**src/rtl/bist_pkg.sv**
```systemverilog
// Shared encodings for the March C- BIST controller:
// FSM states, march elements and per-element sequencing constants.
package bist_pkg;

    localparam int NUM_ELEM = 6;
    localparam int ELEM_W   = 3;

    typedef enum logic [1:0] {
        ST_IDLE,
        ST_RUN,
        ST_DRAIN,
        ST_DONE
    } state_e;

    typedef enum logic [ELEM_W-1:0] {
        ELEM_E0,
        ELEM_E1,
        ELEM_E2,
        ELEM_E3,
        ELEM_E4,
        ELEM_E5
    } elem_e;

    // op1, when present, is always a write
    typedef struct packed {
        logic down;
        logic two_op;
        logic op0_we;
        logic op0_bg;
        logic op1_bg;
    } elem_cfg_t;

    function automatic elem_cfg_t elem_cfg(input elem_e e);
        elem_cfg_t c;
        c = '0;
        unique case (e)
            ELEM_E0: c = '{down: 1'b0, two_op: 1'b0, op0_we: 1'b1,
                           op0_bg: 1'b0, op1_bg: 1'b0};
            ELEM_E1: c = '{down: 1'b0, two_op: 1'b1, op0_we: 1'b0,
                           op0_bg: 1'b0, op1_bg: 1'b1};
            ELEM_E2: c = '{down: 1'b0, two_op: 1'b1, op0_we: 1'b0,
                           op0_bg: 1'b1, op1_bg: 1'b0};
            ELEM_E3: c = '{down: 1'b1, two_op: 1'b1, op0_we: 1'b0,
                           op0_bg: 1'b0, op1_bg: 1'b1};
            ELEM_E4: c = '{down: 1'b1, two_op: 1'b1, op0_we: 1'b0,
                           op0_bg: 1'b1, op1_bg: 1'b0};
            ELEM_E5: c = '{down: 1'b0, two_op: 1'b0, op0_we: 1'b0,
                           op0_bg: 1'b0, op1_bg: 1'b0};
            default: c = '0;
        endcase
        return c;
    endfunction

    function automatic elem_e elem_next(input elem_e e);
        elem_e n;
        n = ELEM_E0;
        unique case (e)
            ELEM_E0: n = ELEM_E1;
            ELEM_E1: n = ELEM_E2;
            ELEM_E2: n = ELEM_E3;
            ELEM_E3: n = ELEM_E4;
            ELEM_E4: n = ELEM_E5;
            ELEM_E5: n = ELEM_E5;
            default: n = ELEM_E0;
        endcase
        return n;
    endfunction

    function automatic logic elem_down(input elem_e e);
        elem_cfg_t c;
        c = elem_cfg(e);
        return c.down;
    endfunction

endpackage

```
**src/rtl/bist_addr_counter.sv**
```systemverilog
// Up/down march address counter with load-to-0/load-to-max
// and a direction-aware terminal count.
module bist_addr_counter #(
    parameter int ADDR_W = 4
) (
    input  logic              clk,
    input  logic              rst_n,
    input  logic              load,
    input  logic              load_max,
    input  logic              en,
    input  logic              down,
    output logic [ADDR_W-1:0] cnt,
    output logic              tc
);

    always_ff @(posedge clk or negedge rst_n) begin
        if (!rst_n) begin
            cnt <= '0;
        end else if (load) begin
            cnt <= load_max ? '1 : '0;
        end else if (en) begin
            cnt <= down ? cnt - 1'b1 : cnt + 1'b1;
        end
    end

    assign tc = down ? (cnt == '0) : (cnt == '1);

endmodule

```
**src/rtl/march_bist_ctrl.sv**
```systemverilog
// March C- memory BIST sequencer and read comparator.
// Define BIST_FAIL_LOG_EN to capture first-failure address/element.
module march_bist_ctrl
    import bist_pkg::*;
#(
    parameter int ADDR_W = 4,
    parameter int DATA_W = 8
) (
    input  logic              clk,
    input  logic              rst,
    input  logic              start,
    input  logic [DATA_W-1:0] mem_rdata,
    output logic              mem_en,
    output logic              mem_we,
    output logic [ADDR_W-1:0] mem_addr,
    output logic [DATA_W-1:0] mem_wdata,
    output logic              busy,
    output logic              done,
    output logic              fail,
    output logic [ADDR_W-1:0] fail_addr,
    output logic [2:0]        fail_elem
);

    state_e            state_q;
    state_e            state_d;
    elem_e             elem_q;
    logic              phase_q;
    logic              fin_q;
    elem_cfg_t         cfg;
    logic              nx_down;

    logic [ADDR_W-1:0] cnt;
    logic              tc;
    logic              cnt_load;
    logic              cnt_load_max;
    logic              cnt_en;

    logic              start_ev;
    logic              step;
    logic              addr_last;
    logic              elem_end;
    logic              op_we;
    logic              op_bg;

    logic              chk_vld;
    logic [DATA_W-1:0] chk_exp;
    logic              mismatch;

    assign cfg       = elem_cfg(elem_q);
    assign nx_down   = elem_down(elem_next(elem_q));

    assign start_ev  = (state_q == ST_IDLE) && start;
    assign step      = (state_q == ST_RUN) && !fin_q;
    assign addr_last = !cfg.two_op || phase_q;
    assign elem_end  = step && addr_last && tc;

    assign op_we     = phase_q ? 1'b1 : cfg.op0_we;
    assign op_bg     = phase_q ? cfg.op1_bg : cfg.op0_bg;

    assign cnt_load     = start_ev ||
                          (elem_end && elem_q != ELEM_E5);
    assign cnt_load_max = start_ev ? 1'b0 : nx_down;
    assign cnt_en       = step && addr_last && !tc;

    bist_addr_counter #(
        .ADDR_W (ADDR_W)
    ) u_cnt (
        .clk      (clk),
        .rst_n    (rst),
        .load     (cnt_load),
        .load_max (cnt_load_max),
        .en       (cnt_en),
        .down     (cfg.down),
        .cnt      (cnt),
        .tc       (tc)
    );

    always_ff @(posedge clk or negedge rst) begin
        if (!rst) begin
            state_q <= ST_IDLE;
        end else begin
            state_q <= state_d;
        end
    end

    always_comb begin
        state_d = state_q;
        unique case (state_q)
            ST_IDLE:  if (start) state_d = ST_RUN;
            ST_RUN:   if (fin_q) state_d = ST_DRAIN;
            ST_DRAIN: state_d = ST_DONE;
            ST_DONE:  if (!start) state_d = ST_IDLE;
            default:  state_d = ST_IDLE;
        endcase
    end

    always_comb begin
        busy = 1'b0;
        done = 1'b0;
        unique case (state_q)
            ST_RUN:   busy = 1'b1;
            ST_DRAIN: busy = 1'b1;
            ST_DONE:  done = 1'b1;
            default: ;
        endcase
    end

    // fin_q marks that the final E5 read has been issued
    always_ff @(posedge clk or negedge rst) begin
        if (!rst) begin
            elem_q  <= ELEM_E0;
            phase_q <= 1'b0;
            fin_q   <= 1'b0;
        end else if (start_ev) begin
            elem_q  <= ELEM_E0;
            phase_q <= 1'b0;
            fin_q   <= 1'b0;
        end else if (step) begin
            phase_q <= !addr_last;
            if (elem_end) begin
                if (elem_q == ELEM_E5) begin
                    fin_q <= 1'b1;
                end else begin
                    elem_q <= elem_next(elem_q);
                end
            end
        end
    end

    always_ff @(posedge clk or negedge rst) begin
        if (!rst) begin
            mem_en    <= 1'b0;
            mem_we    <= 1'b0;
            mem_addr  <= '0;
            mem_wdata <= '0;
        end else if (step) begin
            mem_en    <= 1'b1;
            mem_we    <= op_we;
            mem_addr  <= cnt;
            mem_wdata <= {DATA_W{op_bg}};
        end else begin
            mem_en    <= 1'b0;
            mem_we    <= 1'b0;
        end
    end

    // On reads mem_wdata carries the expected background
    always_ff @(posedge clk or negedge rst) begin
        if (!rst) begin
            chk_vld <= 1'b0;
            chk_exp <= '0;
        end else begin
            chk_vld <= !start_ev && mem_en && !mem_we;
            chk_exp <= mem_wdata;
        end
    end

    assign mismatch = chk_vld && (mem_rdata != chk_exp);

    always_ff @(posedge clk or negedge rst) begin
        if (!rst) begin
            fail <= 1'b0;
        end else if (start_ev) begin
            fail <= 1'b0;
        end else if (mismatch) begin
            fail <= 1'b1;
        end
    end

`ifdef BIST_FAIL_LOG_EN
    elem_e             mem_elem_q;
    logic [ADDR_W-1:0] chk_addr;
    elem_e             chk_elem;

    always_ff @(posedge clk or negedge rst) begin
        if (!rst) begin
            mem_elem_q <= ELEM_E0;
            chk_addr   <= '0;
            chk_elem   <= ELEM_E0;
        end else begin
            if (step) mem_elem_q <= elem_q;
            chk_addr <= mem_addr;
            chk_elem <= mem_elem_q;
        end
    end

    always_ff @(posedge clk or negedge rst) begin
        if (!rst) begin
            fail_addr <= '0;
            fail_elem <= '0;
        end else if (start_ev) begin
            fail_addr <= '0;
            fail_elem <= '0;
        end else if (mismatch && !fail) begin
            fail_addr <= chk_addr;
            fail_elem <= chk_elem;
        end
    end
`else
    assign fail_addr = '0;
    assign fail_elem = '0;
`endif

endmodule

```
**config.mk**
```make
export PLATFORM = sky130hd
export DESIGN_NAME = march_bist_ctrl
export DESIGN_NICKNAME = d
export VERILOG_FILES = /design/src/rtl/bist_pkg.sv /design/src/rtl/bist_addr_counter.sv /design/src/rtl/march_bist_ctrl.sv
export SDC_FILE = /design/constraint.sdc
export NUM_CORES = 1
export LEC_CHECK = 0
export BUFFER_PORTS_ARGS = -buffer_cell sky130_fd_sc_hd__clkbuf_2
export CORE_MARGIN = 2
export CORE_UTILIZATION = 52
export CTS_BUF_LIST = sky130_fd_sc_hd__clkbuf_16
export DETAILED_ROUTE_END_ITERATION = 8
export PLACE_DENSITY = 0.86
export SLEW_MARGIN = 20
export SYNTH_ARGS = -nofsm -noshare
export SYNTH_HDL_FRONTEND = slang
export SYNTH_SLANG_ARGS = --single-unit
```
**constraint.sdc**
```tcl
create_clock -name clk -period 2.2 [get_ports clk]
set_input_delay 0.33 -clock clk [delete_from_list [all_inputs] [get_ports clk]]
set_output_delay 0.33 -clock clk [all_outputs]
set_load 0.1 [all_outputs]
```
==> results.json, run 1 <==
{
  "cp.arrival_ns": 2.20,
  "netlist_area_mm2": 0.001355,
  "nFillCells": 217,
  "fin_tns_setup_ns": 0,
  "gp_congestion": 0.8375,
  "worstSkewPairLatency_ns": 0.25,
  "synthToLayoutAreaGrowth_pct": 14.96,
  "io_pins": 35,
  "async_reset_ff_share_pct": 100.0,
  "max_stage_delay_ns": 0.42,
  "synth_top_area_cell": "dfrtp_1",
  "ys_top_cells_by_area": "dfrtp_1, buf_4, nand2_1, ha_1, nor2_1",
  "vias": 1183,
  "ys_types": 48,
  "crit_fanout": 5,
  "coreArea_mm2": 0.002477,
  "grt_pass1_vias": 1040,
  "finalSetupViolCount": 0,
  "rsz0062_at_grt": "false",
  "drtIter0Drc": 47,
  "grt_antenna_before_repair": 0,
  "io_buffer_count": 27,
  "multi_input_area_um2": 705.7,
  "wire_per_inst_um": 14.68,
  "cp-end-kind": "flip-flop",
  "r2r_cells": 8,
  "status": "complete, no violations",
  "fin_skew_ns": 0.001220,
  "grt-busiest-layer": "met2",
  "clk_pin_slew_ns": 0.06,
  "initial_core_util_pct": 54.70,
  "drt_first_pass_iters": 5,
  "regArea_um2": 525.5,
  "criticalPathCategory": "flip-flop to flip-flop",
  "vias_per_cell": 5.799,
  "htreeDepth": 1,
  "grt_pass1_wl_um": 4623,
  "postSynthCellCount": 148,
  "cp_slowest_cell": "or3b_4",
  "cts.path.max_buffers": 2,
  "slew_headroom_pct": 63.25,
  "grt_max_degree": 22,
  "r2r-start": "elem_q[2]",
  "grt_overflow_total": 0,
  "synth_most_common_cell": "nand2_1",
  "fin_crit_sh_pct": 91.70,
  "path_cells": "or3b_4 > and2_2 > xnor2_1 > ha_1 > nor2_1 > mux2i_1 > or3b_1 > nand4_1",
  "synth_top_area_share_pct": 38.78,
  "synth-main-ff-cell": "dfrtp_1",
  "yosys_warnings": 0,
  "die_area_mm2": 0.003030,
  "antenna_left": 0,
  "grt_use_total_pct": 21.77,
  "cts_tree": "done",
  "hold_violations": 0,
  "required_ns": 2.38,
  "postCtsSetupBuffers": 0,
  "max_cap_violations": 0,
  "reg2reg_slack_ns": 0.18,
  "cts_made_buffers": 3,
  "die_y_um": 55.05,
  "grtUsageMet2_pct": 39.09,
  "synth_top_cells_by_count": "nand2_1, dfrtp_1, buf_4, nor2_1, nand3_1",
  "die_x_um": 55.05,
  "cp-start-kind": "flip-flop",
  "cts_resized": 0,
  "rows": 18,
  "postSynthAreaPerCell_um2": 9.156,
  "drv_slew": 0,
  "yosysSeqAreaShare_pct": 38.78,
  "hold_buffers": 0,
  "drc": 0,
  "globalRouteMet3Util_pct": 2.419,
  "met1_usage_pct": 26.15,
  "r2r_end": "u_cnt.cnt[2]",
  "synth-seq-cells": 21,
  "clock.fmax_ghz": 0.4957,
  "drive_above_1_share_pct": 27.59,
  "wirelength_um": 2994,
  "ctsRootBufferMaster": "clkbuf_16",
  "hold_path_class": "primary input to asynchronous set/reset pin",
  "finalCriticalPeriod_ns": 2.017,
  "cts.sinks": 21,
  "tightest_slew_ns": 0.5536,
  "synth-edff-count": 0,
  "hpwl_um": 2226,
  "fin_nets": 192,
  "diodes": 0
}
==> flip-flops by register name, indices dropped and copies added, names as in the netlist <==
name	flops
mem_addr	4
u_cnt.cnt	4
elem_q	3
state_q	2
chk_exp	1
chk_vld	1
fail	1
fin_q	1
mem_en	1
mem_wdata	1
mem_we	1
phase_q	1
==> per-layer routing <==
layer | part of all wire, % | vias to the layer above
met5 | 0 | -
met4 | 1.2 | 0
met3 | 9.1 | 4
met2 | 51 | 64
met1 | 39 | 556
li1 | - | 559
==> worst max path at each step <==
stage                          from            to  slack, ns  cells past startpoint
after floorplan           elem_q[0]  u_cnt.cnt[2]       0.27                      8
after global placement    elem_q[0]  u_cnt.cnt[2]       0.24                      6
after detailed placement  elem_q[0]  u_cnt.cnt[2]       0.20                      6
after CTS                 elem_q[0]  u_cnt.cnt[2]       0.10                      6
after global routing      elem_q[2]  u_cnt.cnt[2]       0.09                      8
final                     elem_q[2]  u_cnt.cnt[2]       0.18                      8
==> cells by family after synthesis <==
family          count (synthesis)  synth area share [%]
buf+inv                        23                 11.17
simple gates                   67                 25.30
other cells                     1                0.2767
compound gates                 24                 14.41
flops                          21                 38.78
xor+xnor                        1                0.6465
mux                             5                 3.878
fa+ha+maj                       6                 5.540
==> per-stage QoR <==
stage / instances / hold WS [ns] / cell area (um^2) / setup WS [ns] / util (%)
CTS: 204 / 0.06480 / 1553 / 0.1005 / 62.68
global placement: 200 / 0.3189 / 1474 / 0.2437 / 59.49
floorplan: 154 / 0.03441 / 1378 / 0.2705 / -
global route: 204 / 0.09333 / 1558 / 0.08719 / 62.88
finish: 204 / 0.04219 / 1558 / 0.1826 / 62.88
detailed placement: 200 / 0.3314 / 1474 / 0.2044 / 59.49
==> layout by cell type, fill, tap and decap left out, types with 2 or more instances in the layout <==
cell	instances
nor2_1	11
a211o_1	2
dfrtp_1	21
or3_1	2
a211oi_1	3
a31oi_1	2
conb_1	7
ha_1	6
clkbuf_2	27
nand3b_1	2
nor3_1	4
nand3_1	7
nand4_1	5
mux2i_1	3
buf_4	8
mux2_2	2
inv_1	4
nand2_1	23
clkbuf_16	3
a21oi_1	4
==> final cells by class <==
class | count | area share [%]
clock buffer | 3 | 4.819
clock inverter | 1 | 0.2410
inverter | 4 | 0.9639
multi-input combinational | 110 | 45.30
sequential | 21 | 33.74
tap | 30 | 2.410
timing repair buffer | 35 | 12.53
==> critical path, delay by kind of cell, from the launching register on <==
kind | cells | cell delay (ns)
xor+xnor | 1 | 0.13
flops | 1 | 0.40
fa+ha+maj | 1 | 0.19
simple gates | 5 | 1.14
mux | 1 | 0.08
Power of run 1 is not shown: default switching activity piles up to over one toggle a cycle in this logic, so the estimate is an artifact.
==> inputs of run 2 (changes only) <==
--- a/config.mk
+++ b/config.mk
@@ -10,7 +10,7 @@
 export CORE_UTILIZATION = 52
 export CTS_BUF_LIST = sky130_fd_sc_hd__clkbuf_16
 export DETAILED_ROUTE_END_ITERATION = 8
-export PLACE_DENSITY = 0.86
+export PLACE_DENSITY = 0.79
 export SLEW_MARGIN = 20
 export SYNTH_ARGS = -nofsm -noshare
 export SYNTH_HDL_FRONTEND = slang
==> run 2 against run 1 <==
Net effect:
- critical path depth down 2
- non-clock buffer count is the same
- final cell count is the same
- die area unchanged
- register-to-register slack worse by 0.18 ns
- critical path type unchanged
- largest cell class unchanged
==> results.json, run 2 (same netlist as run 1, synthesis figures left out) <==
{
  "htreeDepth": 1,
  "initial_core_util_pct": 54.70,
  "place_area_mm2": 0.001474,
  "cts.sinks": 21,
  "fin_cells": 204,
  "hold_violations": 0,
  "ctsRootBufferMaster": "clkbuf_16",
  "r2r-start": "elem_q[2]",
  "tightest_slew_ns": 0.5426,
  "final_common_cell": "clkbuf_2",
  "clock.fmax_ghz": 0.4559,
  "cp_slowest_cell": "o31ai_2",
  "drc": 0,
  "grt_max_degree": 22,
  "gp_congestion": 0.8711,
  "fin_crit_sh_pct": 99.70,
  "fin_tns_setup_ns": 0,
  "holdWs_ns": 0.04293,
  "io_pins": 35,
  "layout_common_cells": "clkbuf_2, nand2_1, dfrtp_1",
  "cp-start-kind": "flip-flop",
  "grt_pass1_wl_um": 4954,
  "drtIter0Drc": 27,
  "crit_start": "elem_q[2]",
  "hold_path_class": "primary input to asynchronous set/reset pin",
  "path_cells": "buf_4 > nor3_1 > o31ai_2 > a211o_1 > nand2_1 > o311ai_0",
  "wire_per_inst_um": 14.51,
  "worstSkewPairLatency_ns": 0.25,
  "vias_per_cell": 5.975,
  "max_stage_delay_ns": 0.47,
  "cts_tree": "done",
  "placed_cells": 200,
  "cts.path.max_buffers": 2,
  "grt_use_total_pct": 22.73,
  "drt_first_pass_iters": 4,
  "die_y_um": 55.05,
  "crit_fanout": 12,
  "fin_nets": 192,
  "rsz0062_at_grt": "true",
  "fin_skew_ns": 0.002312,
  "wirelength_um": 2961,
  "nFillCells": 189,
  "coreArea_mm2": 0.002477,
  "io_buffer_count": 27,
  "max_cap_violations": 0,
  "final_cell_area_mm2": 0.001553,
  "diodes": 0,
  "vias": 1219,
  "clk_pin_slew_ns": 0.06,
  "required_ns": 2.28,
  "antenna_left": 0,
  "regArea_um2": 525.5,
  "die_area_mm2": 0.003030,
  "die_x_um": 55.05,
  "cp-end-kind": "flip-flop",
  "status": "complete, no violations",
  "multi_input_area_um2": 700.7,
  "grt_antenna_before_repair": 0,
  "cp.arrival_ns": 2.28,
  "cts_made_buffers": 3,
  "rows": 18,
  "reg_top3": "mem_addr: 4 flops, u_cnt.cnt: 4 flops, elem_q: 3 flops",
  "slew_headroom_pct": 63.98,
  "criticalPathCategory": "flip-flop to flip-flop",
  "grt_overflow_total": 0,
  "grt_pass1_vias": 1145,
  "drive_above_1_share_pct": 27.01,
  "synthToLayoutAreaGrowth_pct": 14.59,
  "finalSetupViolCount": 0,
  "hpwl_um": 2207,
  "drv_slew": 0,
  "finalCriticalPeriod_ns": 2.193
}
run 2: cell types whose count changed in the layout (fill, tap and decap cells not counted):
cell	previous run	this run
nor3_1	4	5
nor3_2	1	0
run 2: critical path, delay by kind of cell, from the launching register on:
family          cells  cell delay, ns
buf+inv             1            0.22
compound gates      3            1.18
flops               1            0.42
simple gates        2            0.20
run 2: path summary, 6_finish.rpt:
check,cells past startpoint,slack (ns),to
min in group clk,1,0.44,chk_vld
hold / removal,1,0.04,u_cnt.cnt[2]
setup / recovery,6,0.007,u_cnt.cnt[0]
max in group asynchronous,1,1.81,fail
hold reg to reg,1,0.44,chk_vld
setup reg to reg,6,0.007,u_cnt.cnt[0]
run 2: routing by layer:
metal	track usage, %	wire (um)	up-vias
li1	-	-	557
met3	4.839	205	6
met4	11.79	57	0
met5	0	0	-
met2	38.89	1547	61
met1	26.61	1150	595
run 2: area by class of cell:
| type | count | area share, % |
|---|---|---|
| multi-input combinational | 110 | 45.12 |
| timing repair buffer | 35 | 12.57 |
| clock inverter | 1 | 0.2417 |
| sequential | 21 | 33.84 |
| tap | 30 | 2.417 |
| clock buffer | 3 | 4.835 |
| inverter | 4 | 0.9670 |
run 2: stage by stage:
stage               setup WS (ns)  util [%]
detailed placement        0.07926     59.49
CTS                       0.07540     62.68
finish                   0.006706     62.68
global route             -0.06868     62.68
global placement           0.2245     59.49
floorplan                  0.2705         -
run 2: what timing repair did:
action / in CTS / in global routing
endpoints found under the setup margin: 0 / 1
setup buffers: 0 / 0
resized for setup: 0 / 0
hold buffers: 0 / 0
Power of run 2 is left out for the same reason.
